==> src/rtl/systolic_tile_sequencer_pkg.sv <==
// Shared types and constants for the systolic tile sequencer.
`ifndef N_ROWS
`define N_ROWS 4
`endif
`ifndef N_COLUMNS
`define N_COLUMNS 4
`endif
`ifndef WIDTH
`define WIDTH 8
`endif

package sequencer_pkg;

    typedef enum logic [2:0] {
        IDLE,
        LOAD,
        LATCH,
        STREAM,
        FLUSH,
        DONE
    } seq_state_t;

    // Cycles for the last activation to drain out of the array pipeline.
    localparam int unsigned FLUSH_CYCLES = `N_ROWS + `N_COLUMNS - 1;

    // One weight row as presented to the array: lane c is bits [c*WIDTH +: WIDTH].
    typedef logic [`N_COLUMNS-1:0][`WIDTH-1:0] w_row_t;

    // Bits needed for a counter that must hold the value max_val.
    function automatic int unsigned cnt_width(input int unsigned max_val);
        return $clog2(max_val + 1);
    endfunction

endpackage

==> src/rtl/systolic_tile_sequencer_load_counter.sv <==
// Up-counter with synchronous clear and a terminal flag when the count equals limit.
module load_counter #(
    parameter int unsigned W = 4
) (
    input  logic         clk,
    input  logic         rst_n,
    input  logic         clear,
    input  logic         en,
    input  logic [W-1:0] limit,
    output logic         terminal
);

    logic [W-1:0] count_q;
    logic [W-1:0] count_d;

    // Clear has priority over counting.
    always_comb begin
        count_d = count_q;
        if (clear) begin
            count_d = '0;
        end else if (en) begin
            count_d = count_q + W'(1);
        end
    end

    // Count register.
    always_ff @(posedge clk) begin
        if (!rst_n) begin
            count_q <= '0;
        end else begin
            count_q <= count_d;
        end
    end

    assign terminal = (count_q == limit);

endmodule

==> src/rtl/systolic_tile_sequencer.sv <==
// Tile sequencer: loads one weight tile into the array, latches it, streams
// activation vectors, waits for the pipeline to drain and reports completion.
module systolic_tile_sequencer
    import sequencer_pkg::*;
#(
    parameter int unsigned N_ROWS    = `N_ROWS,
    parameter int unsigned N_COLUMNS = `N_COLUMNS,
    parameter int unsigned WIDTH     = `WIDTH,
    parameter int unsigned ADDR_W    = 10
) (
    input  logic                              clk,
    input  logic                              rst_n,
    input  logic                              start,
    input  logic                              abort,
    input  logic [ADDR_W-1:0]                 base_addr,
    input  logic [15:0]                       n_vectors,
    output logic                              busy,
    output logic                              done,
    output logic                              wmem_rd_en,
    output logic [ADDR_W-1:0]                 wmem_addr,
    input  logic [N_COLUMNS*WIDTH-1:0]        wmem_rd_data,
    output logic                              w_shift_en,
    output logic [N_COLUMNS-1:0][WIDTH-1:0]   w_row,
    output logic                              w_latch,
    output logic                              act_req,
    input  logic                              act_ack
);

    localparam int unsigned ROW_W = cnt_width(N_ROWS);
    localparam int unsigned FL_W  = cnt_width(FLUSH_CYCLES);

    seq_state_t        state_q, state_d;
    logic [ADDR_W-1:0] addr_q, addr_d;
    logic [15:0]       nvec_q, nvec_d;
    logic              shift_q, shift_d;

    logic rd_en;
    logic row_term;
    logic beat_term;
    logic flush_term;

    // Reads issued in the current LOAD; terminal once all rows have been requested.
    load_counter #(.W(ROW_W)) u_row_cnt (
        .clk      (clk),
        .rst_n    (rst_n),
        .clear    (state_q != LOAD),
        .en       (rd_en),
        .limit    (ROW_W'(N_ROWS)),
        .terminal (row_term)
    );

    // Accepted activation beats; terminal on the final expected beat.
    load_counter #(.W(16)) u_beat_cnt (
        .clk      (clk),
        .rst_n    (rst_n),
        .clear    (state_q != STREAM),
        .en       (act_req && act_ack),
        .limit    (nvec_q - 16'd1),
        .terminal (beat_term)
    );

    // Drain cycles spent in FLUSH.
    load_counter #(.W(FL_W)) u_flush_cnt (
        .clk      (clk),
        .rst_n    (rst_n),
        .clear    (state_q != FLUSH),
        .en       (state_q == FLUSH),
        .limit    (FL_W'(FLUSH_CYCLES - 1)),
        .terminal (flush_term)
    );

    // Next-state, captured-register and output decode.
    always_comb begin
        state_d = state_q;
        addr_d  = addr_q;
        nvec_d  = nvec_q;
        busy    = 1'b1;
        done    = 1'b0;
        rd_en   = 1'b0;
        w_latch = 1'b0;
        act_req = 1'b0;

        unique case (state_q)
            IDLE: begin
                busy = 1'b0;
                if (start && !abort) begin
                    addr_d  = base_addr;
                    nvec_d  = n_vectors;
                    state_d = LOAD;
                end
            end
            // LOAD holds one extra cycle after the last read so its data can shift in.
            LOAD: begin
                if (!row_term) begin
                    rd_en  = 1'b1;
                    addr_d = addr_q + ADDR_W'(1);
                end else begin
                    state_d = LATCH;
                end
            end
            LATCH: begin
                w_latch = 1'b1;
                state_d = (nvec_q == 16'd0) ? DONE : STREAM;
            end
            STREAM: begin
                act_req = 1'b1;
                if (act_ack && beat_term) begin
                    state_d = FLUSH;
                end
            end
            FLUSH: begin
                if (flush_term) begin
                    state_d = DONE;
                end
            end
            DONE: begin
                done    = 1'b1;
                state_d = IDLE;
            end
            default: begin
                state_d = IDLE;
            end
        endcase

        if (abort) begin
            state_d = IDLE;
        end

        // A read in flight when abort arrives never reaches the weight chain.
        shift_d = rd_en && !abort;
    end

    // State and captured registers.
    always_ff @(posedge clk) begin
        if (!rst_n) begin
            state_q <= IDLE;
            addr_q  <= '0;
            nvec_q  <= '0;
            shift_q <= 1'b0;
        end else begin
            state_q <= state_d;
            addr_q  <= addr_d;
            nvec_q  <= nvec_d;
            shift_q <= shift_d;
        end
    end

    assign wmem_rd_en = rd_en;
    assign wmem_addr  = rd_en ? addr_q : '0;
    assign w_shift_en = shift_q;
    assign w_row      = wmem_rd_data;

endmodule

==> config.mk <==
export PLATFORM = sky130hd
export DESIGN_NAME = systolic_tile_sequencer
export DESIGN_NICKNAME = d
export VERILOG_FILES = /design/src/rtl/systolic_tile_sequencer_pkg.sv /design/src/rtl/systolic_tile_sequencer_load_counter.sv /design/src/rtl/systolic_tile_sequencer.sv
export SDC_FILE = /design/constraint.sdc
export NUM_CORES = 1
export LEC_CHECK = 0
export CORE_MARGIN = 3
export CORE_UTILIZATION = 35
export DETAILED_ROUTE_END_ITERATION = 8
export PLACE_DENSITY = 0.74
export SYNTH_ARGS = -nofsm -noshare
export SYNTH_HDL_FRONTEND = slang
export SYNTH_SLANG_ARGS = --single-unit
==> constraint.sdc <==
create_clock -name clk -period 6.2 [get_ports clk]
set_input_delay 1.86 -clock clk [delete_from_list [all_inputs] [get_ports clk]]
set_output_delay 1.86 -clock clk [all_outputs]
set_load 0.02 [all_outputs]
======== Word-level counts from Yosys, hierarchy flattened ========
Cells that the tools add are included.
storage, ports and cells
  bits in registers ....................... 52
  output and inout bits ................... 48
operators by class
  $add $sub $neg .......................... 5
  eq/ne operators ......................... 16
  mux-type cells .......................... 16
  bitwise logic cells ..................... 1
  reduce and logical (&&, ||, !) cells .... 15
operators with widths
  operator                 count
  $mux W10                 3
  $pmux W10 S2             1
  $add A16 B1 Y16 const B  1
  $eq A16 B16 Y1           1
  $logic_not A16 Y1        1
  $sub A16 B1 Y16 const B  1
  $mux W3                  5
  $pmux W3 S5              1
  $eq A3 B3 Y1 const B     4
  $add A10 B1 Y10 const B  1
  $ne A2 B2 Y1 const B     5
  $reduce_or A2 Y1         4
  $add A3 B1 Y3 const B    2
  $eq A3 B2 Y1 const B     2
  $mux W1                  6
  $logic_and A1 B1 Y1      4
  $reduce_and A4 Y1        1
  $eq A3 B1 Y1 const B     1
  $logic_not A3 Y1         1
  $ne A3 B1 Y1 const B     1
  $ne A3 B2 Y1 const B     1
  $ne A3 B3 Y1 const B     1
  $reduce_and A3 Y1        1
  $reduce_and A2 Y1        1
  3 further kinds          3

======== Logic depth before layout (Yosys ltp) ========
Gate-level depths: netlist of the first run.
  depth in word-level cells ............... 5
  mapped depth ............................ 10
  depth with buffers taken out ............ 9

======== By module ========
A second synthesis of the first run with hierarchy kept.
unflattened totals
  cells, all modules ...................... 409
  area, all modules ....................... 3353.2 µm²
by module, submodules not included
  module                           times used  cells each  area an instance (µm²)
  systolic_tile_sequencer          1           278         2115.8
  load_counter at u_beat_cnt       1           99          902.1
  load_counter at u_flush_cnt ...  2           16          167.7

======== Worst setup path after synthesis of the first run ========
OpenSTA, ideal clock, no wires.
  path kind ............................... input port to output port
  from .................................... input port wmem_rd_data[0]
  to ...................................... output port w_row[0] (netlist name)
  arrival time ............................ 1994 ps
  required time ........................... 4340 ps
  path slack .............................. 2346 ps
  stages on the path ...................... 1
  buffers on the path ..................... 1
  cells stage by stage .................... buf_4
RTL lines
  what             RTL line                       text
  start, declared  systolic_tile_sequencer.sv:21  input logic [N_COLUMNS*WIDTH-1:0] wmem_rd_data,
  end, declared    systolic_tile_sequencer.sv:23  output logic [N_COLUMNS-1:0][WIDTH-1:0] w_row,
No word-level cell between the ends.

======== Worst setup path in the final report of the first run ========
  from .................................... register u_row_cnt.count_q[0]
  to ...................................... output port wmem_rd_en
on the way
  cells in the longest elaborated chain, start to end .. 3
RTL lines
  what                    RTL line                                    text
  start, declared         systolic_tile_sequencer_load_counter.sv:13  logic [W-1:0] count_q;
  start signal, assigned  systolic_tile_sequencer_load_counter.sv:31  count_q <= count_d;
  $eq A3 B3 Y1            systolic_tile_sequencer_load_counter.sv:35  assign terminal = (count_q == limit);
  $mux W1                 systolic_tile_sequencer.sv:94               if (!row_term) begin
  $mux W1                 systolic_tile_sequencer.sv:83               unique case (state_q)
  end, declared           systolic_tile_sequencer.sv:19               output logic wmem_rd_en,
Every way passes these cells.

==> results of run 1 <==
-- worst max-delay path: stages (launching register included) --
cell             delay [ns]
dfxtp_1                0.39
inv_1                  0.06
ha_1                   0.22
nand2_1                0.35
nand2_1                0.24
inv_1                  0.15
clkdlybuf4s50_1        0.62
-- metrics by stage --
stage	hold WS [ns]	util	cell area (sq um)
after floorplan	0.417	-	3310
after global placement	0.429	0.400	3570
after detailed placement	0.462	0.400	3570
after CTS	0.476	0.409	3650
after global routing	0.508	0.409	3650
final	0.476	0.409	3650
-- registers in the layout (all words and copies together), names as in the netlist --
register / cells
nvec_q: 16
u_beat_cnt.count_q: 16
addr_q: 10
state_q: 3
u_flush_cnt.count_q: 3
u_row_cnt.count_q: 3
w_shift_en: 1
-- final timing paths --
kind                                       start                                  end  slack, ns  depth (start not counted)
max reg2reg               nvec_q[2]$_SDFFE_PN0P_              state_q[0]$_SDFFE_PP0P_       3.55                          6
max            u_row_cnt.count_q[0]$_SDFFE_PP0P_                           wmem_rd_en       2.01                          6
min          u_flush_cnt.count_q[0]$_SDFFE_PP0P_  u_flush_cnt.count_q[0]$_SDFFE_PP0P_       0.48                          1
min reg2reg  u_flush_cnt.count_q[0]$_SDFFE_PP0P_  u_flush_cnt.count_q[0]$_SDFFE_PP0P_       0.48                          1
-- placed cells by master, fill, tap and decap left out, types with 3 or more instances in the layout --
| cell type | synthesis | routed |
|---|---|---|
| a31oi_1 | 3 | 3 |
| xnor2_1 | 13 | 13 |
| and3_1 | 13 | 13 |
| and2_1 | 3 | 3 |
| clkdlybuf4s50_1 | 0 | 46 |
| dfxtp_1 | 52 | 52 |
| nor4_1 | 3 | 3 |
| ha_1 | 7 | 7 |
| nand2_1 | 62 | 62 |
| a21oi_1 | 22 | 22 |
| nor3_1 | 11 | 10 |
| nand4_1 | 7 | 7 |
| nand3_1 | 13 | 13 |
| o21ai_0 | 16 | 16 |
| a21boi_0 | 16 | 16 |
| xor2_1 | 18 | 18 |
| inv_1 | 11 | 11 |
| nand2b_1 | 3 | 3 |
| or3_1 | 8 | 8 |
| nor2_1 | 41 | 41 |
| and4_1 | 3 | 3 |
| o22ai_1 | 4 | 4 |
| a211oi_1 | 4 | 4 |
| mux2i_1 | 6 | 6 |
| clkbuf_8 | 0 | 5 |
-- layout make-up --
class / count / area [sq um]
clock buffers: 5 / 68.8
clock inverters: 2 / 12.5
fillers: 924 / 5280
inverters: 11 / 41.3
multi-input cells: 309 / 1880
flip-flops and latches: 52 / 1040
well taps: 108 / 135
repair buffers: 48 / 475
-- where the power goes --
part | internal, mW | total [mW] | switching [mW]
combinational | 0.0714 | 0.141 | 0.0694
sequential | 0.346 | 0.364 | 0.0173
clock | 0.0767 | 0.185 | 0.109
-- logic make-up (layout without fill, tap and decap cells) --
kind of cell | after synthesis | after routing
AND/OR/NAND/NOR | 183 | 183
AO/OA/AOI/OAI | 81 | 81
buffers and inverters | 69 | 66
flip-flops | 52 | 52
XOR/XNOR | 32 | 32
adder cells (fa/ha/maj) | 7 | 7
multiplexers | 6 | 6
-- Yosys cell counts, types with 8 or more instances --
| cell | n |
|---|---|
| a21oi_1 | 22 |
| xor2_1 | 18 |
| nor3_1 | 11 |
| a21boi_0 | 16 |
| dfxtp_1 | 52 |
| nor2_1 | 41 |
| o21ai_0 | 16 |
| nand2_1 | 62 |
| nand3_1 | 13 |
| and3_1 | 13 |
| inv_1 | 11 |
| buf_4 | 32 |
| clkbuf_1 | 23 |
| or3_1 | 8 |
| xnor2_1 | 13 |
-- routing by layer --
metal	up-vias	GRT usage	wire, um
met5	-	0	0
met4	0	0.0488	102
met3	11	0.0255	361
met2	77	0.233	3510
met1	1308	0.185	3470
li1	1442	-	-
==> out/qor.yml, run 1 <==
crit_path_start_kind: "flip-flop"
cts_sinks: 52
syn_area_sq_um: 3310
rsz0062_at_grt: "false"
yosysWarnings: 0
ys_seq_area_frac: 0.315
min_period_ns: 4.19
cts.clk_slew.worst_paths_ns: 0.09
synth_top_area_share: 0.315
postCtsHoldBufs: 0
critical_path_arrival_ns: 2.33
synth_compound_area_frac: 0.159
synth_edf_count: 0
die_area_sq_um: 10700
synthAdderAreaFrac: 0.0265
synth_area_leaders: "dfxtp_1, buf_4, nand2_1"
instances_no_fill: 535
grt_max_degree: 27
core.rowCount: 34
worst_pin_slew_ns: 0.876
synth_flop_cell: "dfxtp_1"
routed-via-count: 2838
clkLatencyLatePin_ns: 0.30
synthesis.instances: 430
cp-end-kind: "output pin"
fin_worst_skew_ns: 0.00653
htree_levels: 2
core_sq_um: 8930
finalSetupTns_ns: 0
yosys.area.top_type: "dfxtp_1"
critical_path_required_ns: 4.34
status: "complete, no violations"
path_class: "flip-flop to output pin"
synthMuxAreaShare: 0.0182
cts_tree: "yes"
drtAntennaViolNets: 0
grt_pass1_vias: 2679
antenna_found_initial: 0
drc: 0
finalPower_uw: 690
start_util: 0.370
clock-root-buffer: "clkbuf_8"
vdd.ir_drop.worst_v: 0.0000930
gp_congestion: 0.853
synth_nets: 500
grtUsageTotal: 0.141
place_hpwl_um: 5640
ys_ff_latch: 52
drv_slew: 0
power_per_cell_area_nw_per_um2: 189
p_leak_nw: 1.35
die_w_um: 103
post-route-period-util: 0.675
async_flop_share: 0
cts-resized-gates: 0
drt_pass1_iterations: 4
wire_per_inst_um: 13.9
slew_headroom: 0.414
finalHoldViolations: 0
synth_top_family_by_area: "simple AND/OR/NAND/NOR gates"
dp_cells: 528
io_buffers: 46
syn_area_per_cell_sq_um: 7.69
cap_viol_max_count: 0
cts_buffer_depth: 2
grt_pass1_wl_um: 12300
synth.distinct_cells: 52
avgViaCountPerCell: 5.30
yosys.area_share.simple: 0.274
place_ws_ns: 1.94
routed_wl_um: 7440
setup_violations: 0
numCtsBuffers: 5
antenna_cells: 0
cts_setup_buffers: 0
nets: 497
fmax_mhz: 239
synth_xor_area_frac: 0.0889
layout-drive-gt1-share: 0.0468
syn2layout_area_growth_pct: 10.5
overflow: 0
die_y_um: 103
finalWorstSetupSlack_ns: 2.01
pin_count: 111
hp-class: "flip-flop to flip-flop"
initialDrtViolationCount: 138
critPathMaxFanout: 14
Power figures use the tool's default switching activity.
==> inputs of run 2 (changes only) <==
--- a/config.mk
+++ b/config.mk
@@ -8,7 +8,7 @@
 export CORE_MARGIN = 3
 export CORE_UTILIZATION = 35
 export DETAILED_ROUTE_END_ITERATION = 8
-export PLACE_DENSITY = 0.74
+export PLACE_DENSITY = 0.76
 export SYNTH_ARGS = -nofsm -noshare
 export SYNTH_HDL_FRONTEND = slang
 export SYNTH_SLANG_ARGS = --single-unit
==> constraint.sdc (replaced) <==
create_clock -name clk -period 3.6 [get_ports clk]
set_input_delay 1.08 -clock clk [delete_from_list [all_inputs] [get_ports clk]]
set_output_delay 1.08 -clock clk [all_outputs]
set_load 0.02 [all_outputs]
==> run 2 against run 1 <==
  * Register-to-register slack lost 2.8 ns
  * Count of clock-buffer cells in the layout grew 3
  * Final area grew 0.86%
  * Routed wire length grew 6.0%
  * Global-route usage grew 0.87 points
  * Power grew 77%
  * Critical path depth is the same
  * Sequential share of layout area shrank 0.24 points
==> out/qor.yml, run 2 (synthesis results as in run 1) <==
final_cell_mix: "nand2_1, dfxtp_1, clkdlybuf4s50_1"
min_period_ns: 3.38
overflow: 0
worstRegToRegCells: 6
hp-class: "flip-flop to flip-flop"
cts.clk_slew.worst_paths_ns: 0.09
setup_violations: 0
critPathMaxFanout: 14
layout-drive-gt1-share: 0.0510
endpoint: "wmem_rd_en"
gr-usage-met2: 0.238
start_util: 0.370
drv_slew: 0
avgViaCountPerCell: 5.39
power_per_cell_area_nw_per_um2: 331
final_common_cell: "nand2_1"
drc: 0
timing.rr.start: "nvec_q[2]$_SDFFE_PN0P_"
r2r_end: "state_q[0]$_SDFFE_PP0P_"
fin_worst_skew_ns: 0.00451
rsz0062_at_grt: "false"
grt_pass1_vias: 2765
finalPower_mw: 1.22
met1_usage: 0.192
crit_path_start_kind: "flip-flop"
initialDrtViolationCount: 130
place_hpwl_um: 5960
slew_headroom: 0.515
fmax_mhz: 295
cts_sinks: 52
hold-worst-slack_ns: 0.453
gp_congestion: 0.874
cap_viol_max_count: 0
syn2layout_area_growth_pct: 11.5
cts-resized-gates: 0
cts_tree: "yes"
antenna_found_initial: 0
finalHoldViolations: 0
core_sq_um: 8930
antenna_cells: 0
p_leak_nw: 1.37
grt_use_met3: 0.0315
cp-startpoint: "u_row_cnt.count_q[0]$_SDFFE_PP0P_"
routed-via-count: 2906
finalWorstSetupSlack_ns: 0.215
routed_wl_um: 7880
io_buffers: 46
critical_path_required_ns: 2.52
post-route-period-util: 0.940
numCtsBuffers: 5
busiest_layer: "met2"
core.rowCount: 34
pin_count: 111
cp-end-kind: "output pin"
reg_top3: "nvec_q: 16 flops, u_beat_cnt.count_q: 16 flops, addr_q: 10 flops"
cts_setup_buffers: 0
die_y_um: 103
wire_per_inst_um: 14.6
nets: 500
status: "complete, no violations"
htree_levels: 2
vdd.ir_drop.worst_v: 0.000136
grt_pass1_wl_um: 12800
place_ws_ns: 0.507
clock-root-buffer: "clkbuf_8"
drt_pass1_iterations: 5
drtAntennaViolNets: 0
finalSetupTns_ns: 0
path_class: "flip-flop to output pin"
die_w_um: 103
critical_path_arrival_ns: 2.30
cts_buffer_depth: 2
clkLatencyLatePin_ns: 0.30
postCtsHoldBufs: 0
grt_max_degree: 25
worst_pin_slew_ns: 0.725
grtUsageTotal: 0.150
r2r_slack_ns: 0.79
die_area_sq_um: 10700
-- run 2: layout make-up --
cell class | count | area (sq um)
inverters | 11 | 41.3
fillers | 892 | 5250
clock buffers | 8 | 90.1
well taps | 108 | 135
repair buffers | 51 | 498
flip-flops and latches | 52 | 1040
multi-input cells | 309 | 1880
-- run 2: power by group --
group          leakage, nW  switching [mW]  total [mW]  internal [mW]
registers            0.423          0.0299       0.626          0.596
clock network       0.0455           0.185       0.342          0.157
logic                0.903           0.126       0.251          0.125
total                 1.37           0.341        1.22          0.879
-- run 2: per-layer routing --
layer	vias to the layer above	part of all wire
met5	-	0
met1	1335	0.45
met2	100	0.46
met3	24	0.059
li1	1447	-
met4	0	0.032
-- run 2: stage by stage --
stage	cell area (sq um)	util	cells
after detailed placement	3600	0.403	531
final	3690	0.413	539
after CTS	3690	0.413	539
after global routing	3690	0.413	539
after global placement	3600	0.403	531
after floorplan	3310	-	430
-- run 2: worst min-delay path by stage --
stage                     slack, ns                             endpoint                                 from  cells after the start
after global placement         0.43  u_flush_cnt.count_q[0]$_SDFFE_PP0P_  u_flush_cnt.count_q[0]$_SDFFE_PP0P_                      1
after floorplan                0.42  u_flush_cnt.count_q[0]$_SDFFE_PP0P_  u_flush_cnt.count_q[0]$_SDFFE_PP0P_                      1
final                          0.45  u_flush_cnt.count_q[0]$_SDFFE_PP0P_  u_flush_cnt.count_q[0]$_SDFFE_PP0P_                      1
after CTS                      0.46  u_flush_cnt.count_q[0]$_SDFFE_PP0P_  u_flush_cnt.count_q[0]$_SDFFE_PP0P_                      1
after global routing           0.49  u_flush_cnt.count_q[0]$_SDFFE_PP0P_  u_flush_cnt.count_q[0]$_SDFFE_PP0P_                      1
after detailed placement       0.44  u_flush_cnt.count_q[0]$_SDFFE_PP0P_  u_flush_cnt.count_q[0]$_SDFFE_PP0P_                      1
-- run 2: critical path, stage by stage, from the launching register on --
cell	delay [ns]
dfxtp_1	0.38
inv_1	0.06
ha_1	0.22
nand2_1	0.34
nand2_1	0.21
inv_1	0.15
clkdlybuf4s50_1	0.62
